**config.mk**
```make
export PLATFORM = sky130hd
export DESIGN_NAME = icb_mhsa_mc
export DESIGN_NICKNAME = d
export VERILOG_FILES = /design/src/rtl/icb_mhsa_pkg.sv /design/src/rtl/icb_mhsa_csr.sv /design/src/rtl/icb_mhsa_mc.sv
export SDC_FILE = /design/constraint.sdc
export NUM_CORES = 1
export LEC_CHECK = 0
export ABC_AREA = 0
export BUFFER_PORTS_ARGS = -buffer_cell sky130_fd_sc_hd__clkbuf_2
export CAP_MARGIN = 10
export CORE_AREA = 2 2 150 152
export DETAILED_ROUTE_END_ITERATION = 12
export DIE_AREA = 0 0 152 154
export PLACE_DENSITY = 0.76
export SYNTH_ARGS = -nofsm -noshare
export SYNTH_HDL_FRONTEND = slang
export SYNTH_SLANG_ARGS = --single-unit
```
**constraint.sdc**
```tcl
create_clock -name clk -period 8.8 [get_ports clk]
set_clock_uncertainty 0.05 [all_clocks]
set_input_delay 1.76 -clock clk [delete_from_list [all_inputs] [get_ports clk]]
set_output_delay 1.76 -clock clk [all_outputs]
set_load 0.05 [all_outputs]
```
**src/rtl/icb_mhsa_pkg.sv**
```systemverilog
// rtl/icb_mhsa_pkg.sv - shared CSR offsets, FSM states and index helpers for the ICB front end
package icb_mhsa_pkg;

    localparam logic [7:0] CSR_CTRL   = 8'h00;
    localparam logic [7:0] CSR_STATUS = 8'h04;
    localparam logic [7:0] CSR_IRQ_EN = 8'h08;
    localparam int         CSR_BASE0  = 16;
    localparam int         DONE_LSB   = 16;

    typedef enum logic [1:0] {
        IDLE    = 2'd0,
        RD_WAIT = 2'd1,
        RSP     = 2'd2
    } state_e;

    // Bits needed to index n items; 0 when there is only one.
    function automatic int idx_bits(input int n);
        int b;
        b = 0;
        while ((1 << b) < n) b++;
        return b;
    endfunction

    // Mask with bits [lo, hi) set; empty when lo >= hi.
    function automatic logic [31:0] bit_range(input int lo, input int hi);
        logic [31:0] m;
        m = '0;
        for (int i = 0; i < 32; i++) begin
            if (i >= lo && i < hi) m[i] = 1'b1;
        end
        return m;
    endfunction

    function automatic logic [7:0] in_base_off(input int c);
        return 8'(CSR_BASE0 + 8 * c);
    endfunction

    function automatic logic [7:0] out_base_off(input int c);
        return 8'(CSR_BASE0 + 4 + 8 * c);
    endfunction

endpackage

```
**src/rtl/icb_mhsa_csr.sv**
```systemverilog
// rtl/icb_mhsa_csr.sv - per-channel control, status, irq enable and base address registers
module icb_mhsa_csr
    import icb_mhsa_pkg::*;
#(
    parameter int NUM_CH = 2
) (
    input  logic                rst,
    input  logic                clk,
    input  logic                wr_en,
    input  logic [7:0]          addr,
    input  logic [31:0]         wdata,
    input  logic [3:0]          wmask,
    output logic [31:0]         rdata,
    output logic                err,
    input  logic [NUM_CH-1:0]   acc_done,
    output logic [NUM_CH-1:0]   acc_start,
    output logic [NUM_CH*32-1:0] acc_input_base,
    output logic [NUM_CH*32-1:0] acc_output_base,
    output logic [NUM_CH-1:0]   busy,
    output logic                irq
);

    logic [31:0]       in_base  [NUM_CH];
    logic [31:0]       out_base [NUM_CH];
    logic [NUM_CH-1:0] irq_en;
    logic [NUM_CH-1:0] sticky;
    logic [NUM_CH-1:0] start_set;
    logic [NUM_CH-1:0] w1c;
    logic [31:0]       status_word;

    // A start request for a running channel is silently dropped.
    always_comb begin
        start_set = '0;
        w1c       = '0;
        if (wr_en && addr == CSR_CTRL)   start_set = wdata[NUM_CH-1:0] & ~busy;
        if (wr_en && addr == CSR_STATUS) w1c = wdata[DONE_LSB +: NUM_CH];
    end

    always_comb begin
        status_word = '0;
        status_word[NUM_CH-1:0]          = busy;
        status_word[DONE_LSB +: NUM_CH]  = sticky;
    end

    always_comb begin
        rdata = '0;
        err   = 1'b0;
        if (addr == CSR_CTRL) begin
            rdata = '0;
        end else if (addr == CSR_STATUS) begin
            rdata = status_word;
        end else if (addr == CSR_IRQ_EN) begin
            rdata = 32'(irq_en);
        end else begin
            err = 1'b1;
            for (int c = 0; c < NUM_CH; c++) begin
                if (addr == in_base_off(c)) begin
                    rdata = in_base[c];
                    err   = 1'b0;
                end
                if (addr == out_base_off(c)) begin
                    rdata = out_base[c];
                    err   = 1'b0;
                end
            end
        end
    end

    // A done pulse outranks a simultaneous W1C so no completion is ever lost.
    always_ff @(posedge clk) begin
        if (rst) begin
            acc_start <= '0;
            busy      <= '0;
            sticky    <= '0;
            irq_en    <= '0;
            irq       <= 1'b0;
        end else begin
            acc_start <= start_set;
            busy      <= (busy & ~acc_done) | start_set;
            sticky    <= (sticky & ~w1c) | acc_done;
            irq       <= |(sticky & irq_en);
            if (wr_en && addr == CSR_IRQ_EN) irq_en <= wdata[NUM_CH-1:0];
        end
    end

    always_ff @(posedge clk) begin
        if (rst) begin
            for (int c = 0; c < NUM_CH; c++) begin
                in_base[c]  <= '0;
                out_base[c] <= '0;
            end
        end else begin
            for (int c = 0; c < NUM_CH; c++) begin
                for (int b = 0; b < 4; b++) begin
                    if (wr_en && wmask[b] && addr == in_base_off(c))
                        in_base[c][8*b +: 8] <= wdata[8*b +: 8];
                    if (wr_en && wmask[b] && addr == out_base_off(c))
                        out_base[c][8*b +: 8] <= wdata[8*b +: 8];
                end
            end
        end
    end

    for (genvar c = 0; c < NUM_CH; c++) begin : g_base
        assign acc_input_base[32*c +: 32]  = in_base[c];
        assign acc_output_base[32*c +: 32] = out_base[c];
    end

endmodule

```
**src/rtl/icb_mhsa_mc.sv**
```systemverilog
// rtl/icb_mhsa_mc.sv - ICB slave: single-outstanding FSM, CSR decode and SRAM lane mapping
module icb_mhsa_mc
    import icb_mhsa_pkg::*;
#(
    parameter int NUM_CH       = 2,
    parameter int SRAM_DW      = 64,
    parameter int SRAM_AW      = 12,
    parameter int RD_LAT       = 1,
    parameter int SRAM_SEL_BIT = 16
) (
    input  logic                   clk,
    input  logic                   rst,
    input  logic                   icb_cmd_valid,
    output logic                   icb_cmd_ready,
    input  logic                   icb_cmd_read,
    input  logic [31:0]            icb_cmd_addr,
    input  logic [31:0]            icb_cmd_wdata,
    input  logic [3:0]             icb_cmd_wmask,
    output logic                   icb_rsp_valid,
    input  logic                   icb_rsp_ready,
    output logic [31:0]            icb_rsp_rdata,
    output logic                   icb_rsp_err,
    output logic [NUM_CH-1:0]      acc_start,
    input  logic [NUM_CH-1:0]      acc_done,
    output logic [NUM_CH*32-1:0]   acc_input_base,
    output logic [NUM_CH*32-1:0]   acc_output_base,
    output logic                   usram_en,
    output logic                   usram_we,
    output logic [SRAM_DW/8-1:0]   usram_wstrb,
    output logic [SRAM_AW-1:0]     usram_addr,
    output logic [SRAM_DW-1:0]     usram_wdata,
    input  logic [SRAM_DW-1:0]     usram_rdata,
    output logic                   irq
);

    localparam int          LANES      = SRAM_DW / 32;
    localparam int          LANE_W     = idx_bits(LANES);
    localparam int          WORD_LSB   = 2 + LANE_W;
    localparam int          STRB_W     = SRAM_DW / 8;
    localparam int          CNT_W      = idx_bits(RD_LAT + 1);
    localparam logic [31:0] UPPER_MASK = bit_range(WORD_LSB + SRAM_AW, SRAM_SEL_BIT);
    localparam logic [31:0] LANE_MASK  = 32'((1 << LANE_W) - 1);

    state_e              state, state_n;
    logic [CNT_W-1:0]    cnt;
    logic [31:0]         rd_lane;
    logic [31:0]         lane_idx;
    logic [NUM_CH-1:0]   busy;
    logic [31:0]         csr_rdata;
    logic                csr_err;
    logic                cmd_hs, rsp_hs;
    logic                is_sram, sram_err, sram_rd, sram_wr, csr_wr;
    logic [STRB_W-1:0]   wstrb_shift;
    logic [SRAM_AW-1:0]  word_addr;
    logic [31:0]         lane_data;
    logic                unused_addr_bits;

    assign icb_cmd_ready = (state == IDLE) && !rst;
    assign icb_rsp_valid = (state == RSP);
    assign cmd_hs        = icb_cmd_valid && icb_cmd_ready;
    assign rsp_hs        = icb_rsp_valid && icb_rsp_ready;

    assign lane_idx    = (icb_cmd_addr >> 2) & LANE_MASK;
    assign word_addr   = SRAM_AW'(icb_cmd_addr >> WORD_LSB);
    assign wstrb_shift = STRB_W'(icb_cmd_wmask) << (4 * lane_idx);
    assign lane_data   = 32'(usram_rdata >> (32 * rd_lane));
    assign unused_addr_bits = ^icb_cmd_addr;

    // Running accelerators own the SRAM, so the bus is locked out while any channel is busy.
    assign is_sram  = icb_cmd_addr[SRAM_SEL_BIT];
    assign sram_err = is_sram && ((|busy) || (|(icb_cmd_addr & UPPER_MASK)) || (lane_idx >= 32'(LANES)));
    assign sram_rd  = cmd_hs && is_sram && !sram_err && icb_cmd_read;
    assign sram_wr  = cmd_hs && is_sram && !sram_err && !icb_cmd_read && (|icb_cmd_wmask);
    assign csr_wr   = cmd_hs && !is_sram && !icb_cmd_read;

    icb_mhsa_csr #(
        .NUM_CH (NUM_CH)
    ) u_csr (
        .rst             (rst),
        .clk             (clk),
        .wr_en           (csr_wr),
        .addr            (icb_cmd_addr[7:0]),
        .wdata           (icb_cmd_wdata),
        .wmask           (icb_cmd_wmask),
        .rdata           (csr_rdata),
        .err             (csr_err),
        .acc_done        (acc_done),
        .acc_start       (acc_start),
        .acc_input_base  (acc_input_base),
        .acc_output_base (acc_output_base),
        .busy            (busy),
        .irq             (irq)
    );

    always_ff @(posedge clk) begin
        if (rst) state <= IDLE;
        else     state <= state_n;
    end

    always_comb begin
        state_n = state;
        case (state)
            IDLE:    if (cmd_hs) state_n = sram_rd ? RD_WAIT : RSP;
            RD_WAIT: if (cnt == CNT_W'(RD_LAT)) state_n = RSP;
            RSP:     if (rsp_hs) state_n = IDLE;
            default: state_n = IDLE;
        endcase
    end

    // cnt counts edges after the registered enable; read data is captured RD_LAT cycles later.
    always_ff @(posedge clk) begin
        if (rst) begin
            usram_en      <= 1'b0;
            usram_we      <= 1'b0;
            usram_wstrb   <= '0;
            usram_addr    <= '0;
            usram_wdata   <= '0;
            icb_rsp_rdata <= '0;
            icb_rsp_err   <= 1'b0;
            rd_lane       <= '0;
            cnt           <= '0;
        end else begin
            usram_en    <= sram_rd || sram_wr;
            usram_we    <= sram_wr;
            usram_wstrb <= sram_wr ? wstrb_shift : '0;
            if (sram_rd || sram_wr) begin
                usram_addr  <= word_addr;
                usram_wdata <= {LANES{icb_cmd_wdata}};
            end
            if (cmd_hs) begin
                icb_rsp_err   <= is_sram ? sram_err : csr_err;
                icb_rsp_rdata <= (!is_sram && icb_cmd_read) ? csr_rdata : '0;
                rd_lane       <= lane_idx;
                cnt           <= '0;
            end else if (state == RD_WAIT) begin
                if (cnt == CNT_W'(RD_LAT)) icb_rsp_rdata <= lane_data;
                else                       cnt <= cnt + 1'b1;
            end
        end
    end

endmodule
```
-- Word-level counts from Yosys, hierarchy flattened
Memories as Yosys holds them, arrays and structs flattened.
Index checks and enable logic that the tools add are counted.
- add/sub/neg operators: 1
- $lt $le $gt $ge: 1
- equal/unequal tests: 11
- shift operators: 2
- muxes and demuxes: 93
- bitwise gates (word level): 26
- reductions and logical operators: 53
- operators with widths (kind ; count):
    $mux W32 ; 11
    $mux W8 ; 16
    $shr A64 B6 Y32 ; 1
    $mux W1 ; 59
    $logic_and A1 B1 Y1 ; 35
    $eq A8 B5 Y1 const B ; 4
    $or A1 B1 Y1 ; 16
    $mux W2 ; 6
    $and A2 B2 Y2 ; 4
    $eq A8 B3 Y1 const B ; 1
    $eq A8 B4 Y1 const B ; 1
    $logic_not A8 Y1 ; 1
    $reduce_or A2 Y1 ; 4
    $shl A4 B3 Y8 ; 1
    $not A2 Y2 ; 3
    $pmux W2 S3 ; 1
    $logic_not A1 Y1 ; 4
    $ne A2 B2 Y1 const B ; 2
    $or A2 B2 Y2 ; 2
    $reduce_bool A2 Y1 ; 2
    $reduce_or A4 Y1 ; 1
    $logic_or A1 B1 Y1 ; 3
    $reduce_and A3 Y1 ; 1
    $eq A2 B1 Y1 const B ; 1
    other kinds (7) ; 7
- register bits: 132
- RAM bits: 128
- bits of input ports: 139
- output and inout port bits: 252
- word-level logic and storage cells: 204
- memories: 2
- memory list (memory ; depth ; width ; read ports ; clocked after Yosys merged registers in ; wr ports ; RTL line ; text):
    u_csr.in_base ; 2 ; 32 ; 2 ; 0 ; 2 ; icb_mhsa_csr.sv:23 ; logic [31:0] in_base [NUM_CH];
    u_csr.out_base ; 2 ; 32 ; 2 ; 0 ; 2 ; icb_mhsa_csr.sv:24 ; logic [31:0] out_base [NUM_CH];

-- Depth between registers and ports, before layout
Gate-level depths: netlist of the first run.
- word-level depth: 11
- mapped depth: 7
- depth with buffers taken out: 5

-- Cells and area by module
From an unflattened synthesis of the first run, not the netlist that was laid out.
- cells, all modules: 896
- area total of the unflattened synthesis: 10820.4 um^2
- modules (own cells, without submodules) (module ; instances ; cells an instance ; area an instance (um^2) ; sequential area each (um^2)):
    icb_mhsa_csr ; 1 ; 434 ; 6349.8 ; 4023.9
    icb_mhsa_mc ; 1 ; 462 ; 4470.5 ; 1821.7

-- Least setup slack after synthesis of the first run
OpenSTA, ideal clock, no wires.
- path type: input port to output port
- from: input rst
- to: output icb_cmd_ready
- arrival: 3.189 ns
- data required time: 6.990 ns
- slack: 3.801 ns
- stages on the path: 3
- path buffers: 2
- path through: clkbuf_1 clkbuf_1 nor3_1
- longest elaborated chain between the ends: 2
- RTL lines (item ; RTL line ; text):
    from (decl) ; icb_mhsa_mc.sv:12 ; input logic rst,
    $logic_not A1 Y1 ; icb_mhsa_mc.sv:58 ; assign icb_cmd_ready = (state == IDLE) && !rst;
    $logic_and A1 B1 Y1 ; icb_mhsa_mc.sv:58 ;
    to (decl) ; icb_mhsa_mc.sv:14 ; output logic icb_cmd_ready,
No other way between the ends.

==> results of run 1 <==
routing by layer:
layer / track usage, % / routed length [µm] / share of wire [%]
met1: 38.3 / 14400 / 40
met2: 49.4 / 17200 / 48
met3: 4.93 / 2920 / 8.1
met4: 13.0 / 1500 / 4.2
met5: 0 / 0 / 0
flip-flops by register name, summed over array words and instances, names as in the netlist, 2 cells and up:
name             cells
u_csr.busy           2
state                2
usram_addr          12
usram_wstrb          8
u_csr.in_base       64
u_csr.acc_start      2
u_csr.out_base      64
u_csr.sticky         2
icb_rsp_rdata       32
usram_wdata         32
u_csr.irq_en         2
through the flow:
step / hold WS (ns) / setup slack (ns) / area, µm² / power, mW / instances
floorplan: 0.394 / 3.80 / 10700 / 1.46 / 1049
global placement: 0.392 / 3.81 / 12400 / 1.58 / 1601
detailed placement: 0.400 / 3.80 / 12400 / 1.58 / 1601
CTS: 0.408 / 4.32 / 13200 / 2.58 / 1647
global route: 0.428 / 4.16 / 13200 / 2.65 / 1647
finish: 0.406 / 4.28 / 13200 / 2.57 / 1647
final timing paths:
check | slack (ns) | to | from | cells past startpoint
worst min register to register | 0.41 | usram_addr[9] | usram_addr[9] | 2
worst min-delay path | 0.41 | usram_addr[9] | usram_addr[9] | 2
worst max register to register | 5.43 | u_csr.in_base[1][6] | state[1] | 5
worst max-delay path | 4.28 | u_csr.in_base[1][6] | icb_cmd_addr[5] | 6
worst max-delay path: stages:
cell,delay (ns)
clkbuf_2,0.12
or4b_1,0.84
or4_4,0.58
a2111oi_4,0.94
buf_4,0.41
and2_1,0.19
final cells by class:
type                    instances  area [µm²]
clock inverters                14         108
inverters                      20        75.1
multi-input cells             684        4190
well taps                     280         350
flip-flops and latches        228        5850
fillers                      1832        8450
repair buffers                389        1980
clock buffers                  32         682
power by group through the flow:
stage	logic, mW	registers (mW)	clock network, mW
final	0.375	1.19	1.00
after global routing	0.395	1.19	1.06
after CTS	0.374	1.19	1.02
after detailed placement	0.373	1.21	0
after global placement	0.369	1.21	0
after floorplan	0.130	1.33	0
cell families after synthesis:
group	after synthesis	share of synthesized area [%]
AOI/OAI and AO/OA	238	14.5
xor gates and xnor gates	1	0.0819
buffers and inverters	137	6.50
DFF	228	54.6
muxes	36	3.48
and+or+nand+nor	409	20.8
cells in the final DEF, fill, tap and decap left out, types with 3 or more instances in the layout:
cell	count
clkbuf_2	373
nor2_1	17
o21ai_0	41
clkbuf_8	3
nand3_1	9
clkinv_2	7
inv_1	18
nand2b_1	51
nor2b_1	3
a21o_1	7
edfxtp_1	128
or2_2	8
clkbuf_16	25
a311oi_1	8
o2bb2ai_1	5
clkbuf_1	4
nor4_1	5
dfxtp_1	99
nand2_1	99
buf_4	15
mux2i_1	35
clkinv_1	3
a221oi_1	49
a211oi_1	3
and3_1	14
nor3_1	65
a21oi_1	106
and2_1	117
==> metrics.md, run 1 <==
| Metric | Value |
|---|---|
| Status | `complete, no violations` |
| Postcts setup bufs | `0` |
| Root buffer cell | `clkbuf_16` |
| Die Height | `154 µm` |
| H-tree depth | `1` |
| CTS buffer count | `25` |
| Cell Pwr Density | `194 nW/µm²` |
| Internal | `1.83 mW` |
| Tcrit/Tclk final | `51.4%` |
| Gpl congestion | `0.848` |
| Final design utilization | `61.0%` |
| Yosys cell types | `56` |
| Starting Density | `49.3%` |
| Largest area contributor in the netlist | `edfxtp_1` |
| Port bufs | `375` |
| Mapped Area | `10700 µm²` |
| NetSw | `0.733 mW` |
| Share of post-route cells with drive strength above 1 | `33.2%` |
| Vias per cell | `5.75` |
| Most numerous cell in the Yosys netlist | `edfxtp_1` |
| Vias in the first global route | `9328` |
| Ys async rst share | `0%` |
| Critical path class | `input pin to register` |
| EDFF count, synth | `128` |
| Die W | `152 µm` |
| Sequential Power Share | `46.3%` |
| Core area | `21700 µm²` |
| NumNets Final | `1487` |
| Worst slew pin tran | `1.10 ns` |
| Wire length per cell | `21.9 µm` |
| Clock power frac | `39.1%` |
| Worst-Skew Late Latency | `0.52 ns` |
| Number of synthesized register bits | `228` |
| DR iter-0 viols | `766` |
| Slew Limit Fails | `0` |
| Largest net degree at the start of global routing | `70` |
| Layout overhead on the synthesized area | `23.7%` |
| Total Routed Length | `36.0 mm` |
| Antenna-violating nets left | `0` |
| Post-detail-place hpwl | `24.6 mm` |
| Antenna diode count | `0` |
| Worst setup SP type | `input pin` |
| Switching Share | `28.6%` |
| Synth top area cells | `edfxtp_1, dfxtp_1, and2_1` |
| RSZ-0062 raised after global routing | `no` |
| Max IR drop VDD | `0.000129 V` |
| Yosys top cell area share | `35.9%` |
| DR DRC count | `0` |
| Combinational share of power | `14.6%` |
| Sequential fraction of the synthesis area | `54.6%` |
| Die ar. | `23400 µm²` |
| Router iterations before antenna repair | `4` |
| Setup TNS after final layout | `0 ns` |
| Clock Tree Buf Depth | `3` |
| # clock sinks | `228` |
| Routed via count | `9463` |
| First-pass GRT wire length | `54.4 mm` |
| Hold buffers post-CTS | `0` |
| Critical path endpoint category | `register` |
| Final min period | `4.52 ns` |
| Critical Path AT | `4.85 ns` |
| FMAX | `0.221 GHz` |
| Most common flop cell mapped by yosys | `edfxtp_1` |
| Worst hold path class | `register to register` |
| Critical Path RT | `9.13 ns` |
| Io pins | `391` |
| Grt total ovfl | `0` |
| Slew HR | `26.4%` |
| Post-Syn Instances | `1049` |
| Max cap viols | `0` |
| Avg Cell Area, Syn | `10.2 µm²` |
| Row count | `54` |
| Fin. Hold Viols | `0` |
| Ys Warns | `0` |
| Clk pin slew, worst setup/hold paths | `0.06 ns` |
| All-Layer GR Usage | `29.7%` |
| Synth Net Count | `1188` |
| Initial antenna violation count | `0` |
| Crit Path Max Fanout | `18` |
| Commonest cells in the netlist | `edfxtp_1, and2_1, a21oi_1, dfxtp_1, nand2_1` |
| Post-CTS sizing | `0` |
| Final setup violation count | `0` |
| CTS tree | `done` |
| Leakage | `5.58 nW` |
No activity file was read; power rests on OpenSTA's default activity.
==> run 2: changes to the inputs <==
--- a/config.mk
+++ b/config.mk
@@ -5,13 +5,13 @@
 export SDC_FILE = /design/constraint.sdc
 export NUM_CORES = 1
 export LEC_CHECK = 0
-export ABC_AREA = 0
+export ABC_AREA = 1
 export BUFFER_PORTS_ARGS = -buffer_cell sky130_fd_sc_hd__clkbuf_2
 export CAP_MARGIN = 10
-export CORE_AREA = 2 2 150 152
+export CORE_AREA = 2 2 153 155
 export DETAILED_ROUTE_END_ITERATION = 12
-export DIE_AREA = 0 0 152 154
-export PLACE_DENSITY = 0.76
+export DIE_AREA = 0 0 155 157
+export PLACE_DENSITY = 0.71
 export SYNTH_ARGS = -nofsm -noshare
 export SYNTH_HDL_FRONTEND = slang
 export SYNTH_SLANG_ARGS = --single-unit
==> constraint.sdc (replaced) <==
create_clock -name clk -period 4.55 [get_ports clk]
set_clock_uncertainty 0.05 [all_clocks]
set_input_delay 0.91 -clock clk [delete_from_list [all_inputs] [get_ports clk]]
set_output_delay 0.91 -clock clk [all_outputs]
set_load 0.05 [all_outputs]
==> run 2 against run 1 <==
Net effect: utilization down 3.4 points; design area down 2.1%; first-iteration DRC count unchanged; critical path depth up 4; non-clock buffer count up 6; via count down 0.94%; sequential power up 92%; sequential share of layout area up 0.92 points; clock power up 93%; setup slack worse by 2.7 ns; critical path type unchanged; largest power group unchanged.
==> metrics.md, run 2 <==
| Metric | Value |
|---|---|
| Status | `complete, no violations` |
| Yosys cell types | `30` |
| Antenna-violating nets left | `0` |
| Setup TNS after final layout | `0 ns` |
| Layout overhead on the synthesized area | `26.1%` |
| H-tree depth | `1` |
| Crit Path Max Fanout | `32` |
| Crit-path cells | `clkbuf_2 -> nor3_4 -> nand2_2 -> nor3_4 -> inv_2 -> nor2_1 -> o21ai_1 -> nand3_2 -> nand2_1 -> inv_1` |
| Critical path endpoint category | `register` |
| Max cap viols | `0` |
| Die W | `155 µm` |
| Hold Path Stages | `2` |
| Vias per cell | `5.15` |
| Gpl congestion | `0.887` |
| RSZ-0062 raised after global routing | `no` |
| Die Height | `157 µm` |
| All-Layer GR Usage | `26.8%` |
| Worst Path Buf+Inv | `3` |
| Ys async rst share | `0%` |
| CTS buffer count | `25` |
| Clock power frac | `39.6%` |
| First-pass GRT wire length | `49.9 mm` |
| DR iter-0 viols | `766` |
| Die ar. | `24300 µm²` |
| Share of post-route cells with drive strength above 1 | `33.2%` |
| Antenna diode count | `0` |
| Wire length per cell | `18.6 µm` |
| Max IR drop VDD | `0.000251 V` |
| Io pins | `391` |
| Most common cell after layout, fill and taps aside | `clkbuf_2` |
| Largest net degree at the start of global routing | `61` |
| Overall Power | `4.88 mW` |
| Cell count along the critical path | `10` |
| Router iterations before antenna repair | `7` |
| Sequential cell area | `5850 µm²` |
| Switching Share | `28.2%` |
| Worst setup SP type | `input pin` |
| Slew Limit Fails | `0` |
| Synth Net Count | `1322` |
| Post-Syn Instances | `1183` |
| CTS tree | `done` |
| Sequential fraction of the synthesis area | `56.9%` |
| Most common flop cell mapped by yosys | `edfxtp_1` |
| NetSw | `1.38 mW` |
| Slowest CP cell | `nand3_2` |
| Total Routed Length | `33.9 mm` |
| Initial antenna violation count | `0` |
| Clock Tree Buf Depth | `3` |
| Largest area contributor in the netlist | `edfxtp_1` |
| Synth top area cells | `edfxtp_1, dfxtp_1, nand2_1` |
| EDFF count, synth | `128` |
| Post-CTS sizing | `0` |
| Post-detail-place hpwl | `25.1 mm` |
| Most numerous cell in the Yosys netlist | `nand2_1` |
| Final design utilization | `57.6%` |
| Commonest cells after routing, fill and taps aside | `clkbuf_2, nand2_1, nor2_1` |
| Tcrit/Tclk final | `65.8%` |
| Clk pin slew, worst setup/hold paths | `0.06 ns` |
| Worst slew pin tran | `1.00 ns` |
| Max stage delay on crit path | `0.63 ns` |
| Biggest regs | `u_csr.in_base x64, u_csr.out_base x64` |
| Critical Path RT | `4.88 ns` |
| Critical path class | `input pin to register` |
| Worst-Skew Late Latency | `0.52 ns` |
| Register-to-Register Path Depth | `9` |
| Area of the multi-input gates | `3380 µm²` |
| DR DRC count | `0` |
| Final min period | `2.99 ns` |
| Internal | `3.51 mW` |
| Port bufs | `375` |
| Starting Density | `45.7%` |
| Combinational share of power | `13.4%` |
| Final setup violation count | `0` |
| # fillers | `2011` |
| Leakage | `6.58 nW` |
| Mapped Area | `10300 µm²` |
| Root buffer cell | `clkbuf_16` |
| Fin. Hold Viols | `0` |
| Yosys top cell area share | `37.4%` |
| Vias in the first global route | `8852` |
| Sequential Power Share | `46.9%` |
| Critical path's most frequent cell | `nor3_4` |
| # clock sinks | `228` |
| Slew HR | `32.8%` |
| Row count | `55` |
| Commonest cells in the netlist | `nand2_1, nor2_1, edfxtp_1, inv_1, o21ai_0` |
| Cell family with most CP delay | `simple AND/OR/NAND/NOR gates` |
| Worst hold path class | `register to register` |
| Cell Pwr Density | `377 nW/µm²` |
| Core area | `22500 µm²` |
| FMAX | `0.334 GHz` |
| Postcts setup bufs | `0` |
| Cells after DPL | `1774` |
| Hold buffers post-CTS | `0` |
| Final Non-Filler Cells | `1819` |
| NumNets Final | `1655` |
| Grt total ovfl | `0` |
| Number of synthesized register bits | `228` |
| Routed via count | `9374` |
| Ys Warns | `0` |
| Critical Path AT | `3.32 ns` |
| Avg Cell Area, Syn | `8.69 µm²` |
## run 2: changes by cell type after synthesis, sizes merged, moves of 49 or more
cell | previous run | this run
nor3 | 66 | 9
nand3 | 9 | 77
o21ai | 41 | 122
inv | 19 | 152
a221oi | 49 | 0
and2 | 117 | 0
nand2b | 51 | 0
nand2 | 99 | 207
nor2 | 19 | 176
## run 2: metal layers
layer	global-route usage, %	vias to the layer above	wire [µm]
met1	34.0	4328	13400
met5	0	-	0
li1	-	4476	-
met3	6.17	76	3110
met4	10.4	0	1330
met2	44.8	494	16000
## run 2: worst min-delay path: stages, from the launching register on
cell	delay [ns]
dfxtp_1	0.31
nand3_1	0.08
nand2_1	0.05
## run 2: power by group through the flow
stage / Combinational [mW] / Sequential (mW) / Clock, mW
global route: 0.694 / 2.30 / 2.04
finish: 0.657 / 2.29 / 1.93
detailed placement: 0.658 / 2.34 / 0
CTS: 0.660 / 2.29 / 1.96
floorplan: 0.203 / 2.58 / 0
global placement: 0.652 / 2.33 / 0
## run 2: area by class of cell
class                           instances  area share [%]
Timing Repair Buffer                  395            15.6
Clock buffer                           32            5.51
Sequential cell                       228            45.1
Inverter                              154            4.46
Tap cell                              285            2.75
Clock inverter                         13           0.540
Multi-Input combinational cell        712            26.0
## run 2: stage by stage
step	hold WS, ns	instance area (µm²)	worst slack (ns)
detailed placement	0.421	12200	1.08
finish	0.430	13000	1.56
global route	0.446	13000	1.41
global placement	0.419	12200	1.14
floorplan	0.395	10300	1.25
CTS	0.431	13000	1.62
## run 2: path summary, 6_finish.rpt
check | slack (ns) | end | start
min reg2reg | 0.43 | icb_rsp_err | icb_rsp_err
max reg2reg | 1.88 | u_csr.out_base[0][3] | state[1]
max | 1.56 | u_csr.out_base[0][3] | rst
min | 0.43 | icb_rsp_err | icb_rsp_err
## run 2: cells by family after synthesis
| group | count (synthesis) | synth area share, % |
|---|---|---|
| AOI/OAI and AO/OA | 206 | 10.2 |
| buffers and inverters | 243 | 10.4 |
| DFF | 228 | 56.9 |
| muxes | 32 | 3.51 |
| and+or+nand+nor | 474 | 19.0 |
==> run 3: changes to the inputs <==
--- a/config.mk
+++ b/config.mk
@@ -8,10 +8,9 @@
 export ABC_AREA = 1
 export BUFFER_PORTS_ARGS = -buffer_cell sky130_fd_sc_hd__clkbuf_2
 export CAP_MARGIN = 10
-export CORE_AREA = 2 2 153 155
+export CORE_UTILIZATION = 45
 export DETAILED_ROUTE_END_ITERATION = 12
-export DIE_AREA = 0 0 155 157
-export PLACE_DENSITY = 0.71
+export PLACE_DENSITY = 0.73
 export SYNTH_ARGS = -nofsm -noshare
 export SYNTH_HDL_FRONTEND = slang
 export SYNTH_SLANG_ARGS = --single-unit
==> constraint.sdc (replaced) <==
create_clock -name clk -period 2.7 [get_ports clk]
set_clock_uncertainty 0.05 [all_clocks]
set_input_delay 0.54 -clock clk [delete_from_list [all_inputs] [get_ports clk]]
set_output_delay 0.54 -clock clk [all_outputs]
set_load 0.05 [all_outputs]
==> run 3 against run 2 <==
Net effect: routed wire length is 1.0% lower; clock power up 80%; largest power group unchanged; design area grew 2.3%; count of clock-buffer cells in the layout shrank 2; sequential cell count unchanged; non-clock buffer count increased by 24; critical path depth is the same; global-route usage is 1.0 points higher; sequential share of layout area decreased by 1.0 points; total power is 73% higher; die area fell by 3.6%; largest cell class unchanged.
==> metrics.md, run 3 (synthesis gave the netlist of run 2 again) <==
| Metric | Value |
|---|---|
| Most common cell after layout, fill and taps aside | `clkbuf_2` |
| RSZ-0062 raised after global routing | `no` |
| Die W | `153 µm` |
| Clock power frac | `41.0%` |
| Antenna-violating nets left | `0` |
| Row count | `54` |
| NetSw | `2.32 mW` |
| Internal | `6.14 mW` |
| Antenna diode count | `0` |
| Commonest cells after routing, fill and taps aside | `clkbuf_2, nand2_1, nor2_1` |
| Final Non-Filler Cells | `1838` |
| # fillers | `1963` |
| Worst hold path class | `input pin to register` |
| Clock Tree Buf Depth | `3` |
| Port bufs | `375` |
| Instance area at placement | `12400 µm²` |
| Biggest regs | `u_csr.in_base x64, u_csr.out_base x64` |
| Slowest CP cell | `dfxtp_1` |
| Io pins | `391` |
| Combinational share of power | `13.3%` |
| Sequential cell area | `5850 µm²` |
| Status | `complete, no violations` |
| Worst slew pin tran | `0.423 ns` |
| Overall Power | `8.46 mW` |
| Post-detail-place hpwl | `25.3 mm` |
| Final setup violation count | `0` |
| Vias per cell | `5.18` |
| Post-Place Setup Slack | `0.233 ns` |
| Hold buffers post-CTS | `0` |
| CTS buffer count | `25` |
| DR iter-0 viols | `877` |
| Fin. Hold Viols | `0` |
| Post-CTS sizing | `0` |
| Share of post-route cells with drive strength above 1 | `34.3%` |
| GRT met3 Usage | `5.81%` |
| Beginning of the worst hold path | `icb_cmd_addr[14]` |
| Gpl congestion | `0.920` |
| Slew Limit Fails | `0` |
| Area of the multi-input gates | `3380 µm²` |
| Sequential Power Share | `45.7%` |
| NumNets Final | `1679` |
| Layout overhead on the synthesized area | `29.0%` |
| Critical path's most frequent cell | `nor3_4` |
| Router iterations before antenna repair | `6` |
| Cells after DPL | `1793` |
| # clock sinks | `228` |
| Core area | `22100 µm²` |
| Worst setup SP type | `register` |
| Reg2reg start | `state[1]` |
| Crit Path Max Fanout | `16` |
| Critical path class | `register to register` |
| Vias in the first global route | `8681` |
| Starting Density | `46.5%` |
| Top Usage Layer GRT | `met2` |
| H-tree depth | `1` |
| Met2 Usage GRT | `46.1%` |
| Leakage | `6.73 nW` |
| Final Cell Area | `13300 µm²` |
| Root buffer cell | `clkbuf_16` |
| All-Layer GR Usage | `27.9%` |
| Met1 Resource Use GR | `36.5%` |
| Switching Share | `27.4%` |
| Worst-Skew Late Latency | `0.52 ns` |
| Final min period | `2.25 ns` |
| Initial antenna violation count | `0` |
| Largest net degree at the start of global routing | `35` |
| Setup crit start | `state[1]` |
| First-pass GRT wire length | `49.9 mm` |
| Max IR drop VDD | `0.000354 V` |
| Cell Pwr Density | `638 nW/µm²` |
| Final worst slack | `0.454 ns` |
| Slew HR | `71.7%` |
| Critical path endpoint category | `register` |
| FMAX | `0.445 GHz` |
| Grt total ovfl | `0` |
| Wire length per cell | `18.2 µm` |
| Die Height | `153 µm` |
| DR DRC count | `0` |
| Crit-path cells | `nor3_4 -> nand2_2 -> nor3_4 -> inv_2 -> nor2_1 -> o21ai_1 -> nand3_2 -> buf_12 -> nand2_1 -> inv_1` |
| Postcts setup bufs | `0` |
| Max stage delay on crit path | `0.36 ns` |
| Cell family with most CP delay | `simple AND/OR/NAND/NOR gates` |
| CTS tree | `done` |
| Critical Path RT | `3.03 ns` |
| Routed via count | `9514` |
| Tcrit/Tclk final | `83.2%` |
| Worst Path Buf+Inv | `3` |
| Clk pin slew, worst setup/hold paths | `0.06 ns` |
| Die ar. | `23500 µm²` |
| Total Routed Length | `33.5 mm` |
| Max cap viols | `0` |
| Critical Path AT | `2.58 ns` |
run 3: final timing paths:
check	end	slack, ns	depth (start not counted)
min	usram_addr[11]	0.19	3
max	u_csr.out_base[1][2]	0.45	10
min reg2reg	icb_rsp_err	0.44	2
max reg2reg	u_csr.out_base[1][2]	0.45	10
run 3: final cells by class:
cell class                 instances  share of cell area, %
timing repair buffer             419                   17.1
clock inverter                    15                   1.14
sequential                       228                   44.1
inverter                         154                   4.36
multi-input combinational        712                   25.5
clock buffer                      30                   5.16
tap                              280                   2.64
run 3: metal layers:
layer  vias to the layer above  share of wire (%)
met1                      4422                 41
met4                         0                2.8
met5                         -                  0
met2                       508                 47
li1                       4528                  -
met3                        56                9.5
run 3: tightest hold or removal path: stages:
cell and delay (ns):
clkbuf_2 0.07, nor2_1 0.03, nor2_1 0.08
run 3: metrics by stage:
stage	utilization [%]	TNS, ns	hold WS (ns)
detailed placement	56.2	0	0.426
floorplan	-	-3.64	0.395
finish	60.0	0	0.194
global placement	56.2	0	0.416
CTS	60.0	0	0.183
global route	60.0	0	0.202
run 3: power by group through the flow:
stage | clock (mW) | sequential, mW | combinational, mW
2_1_floorplan | 0 | 4.35 | 0.343
3_5_place_dp | 0 | 3.94 | 1.12
4_1_cts | 3.51 | 3.87 | 1.12
6_report | 3.47 | 3.87 | 1.12
5_1_grt | 3.65 | 3.88 | 1.18
3_3_place_gp | 0 | 3.93 | 1.11
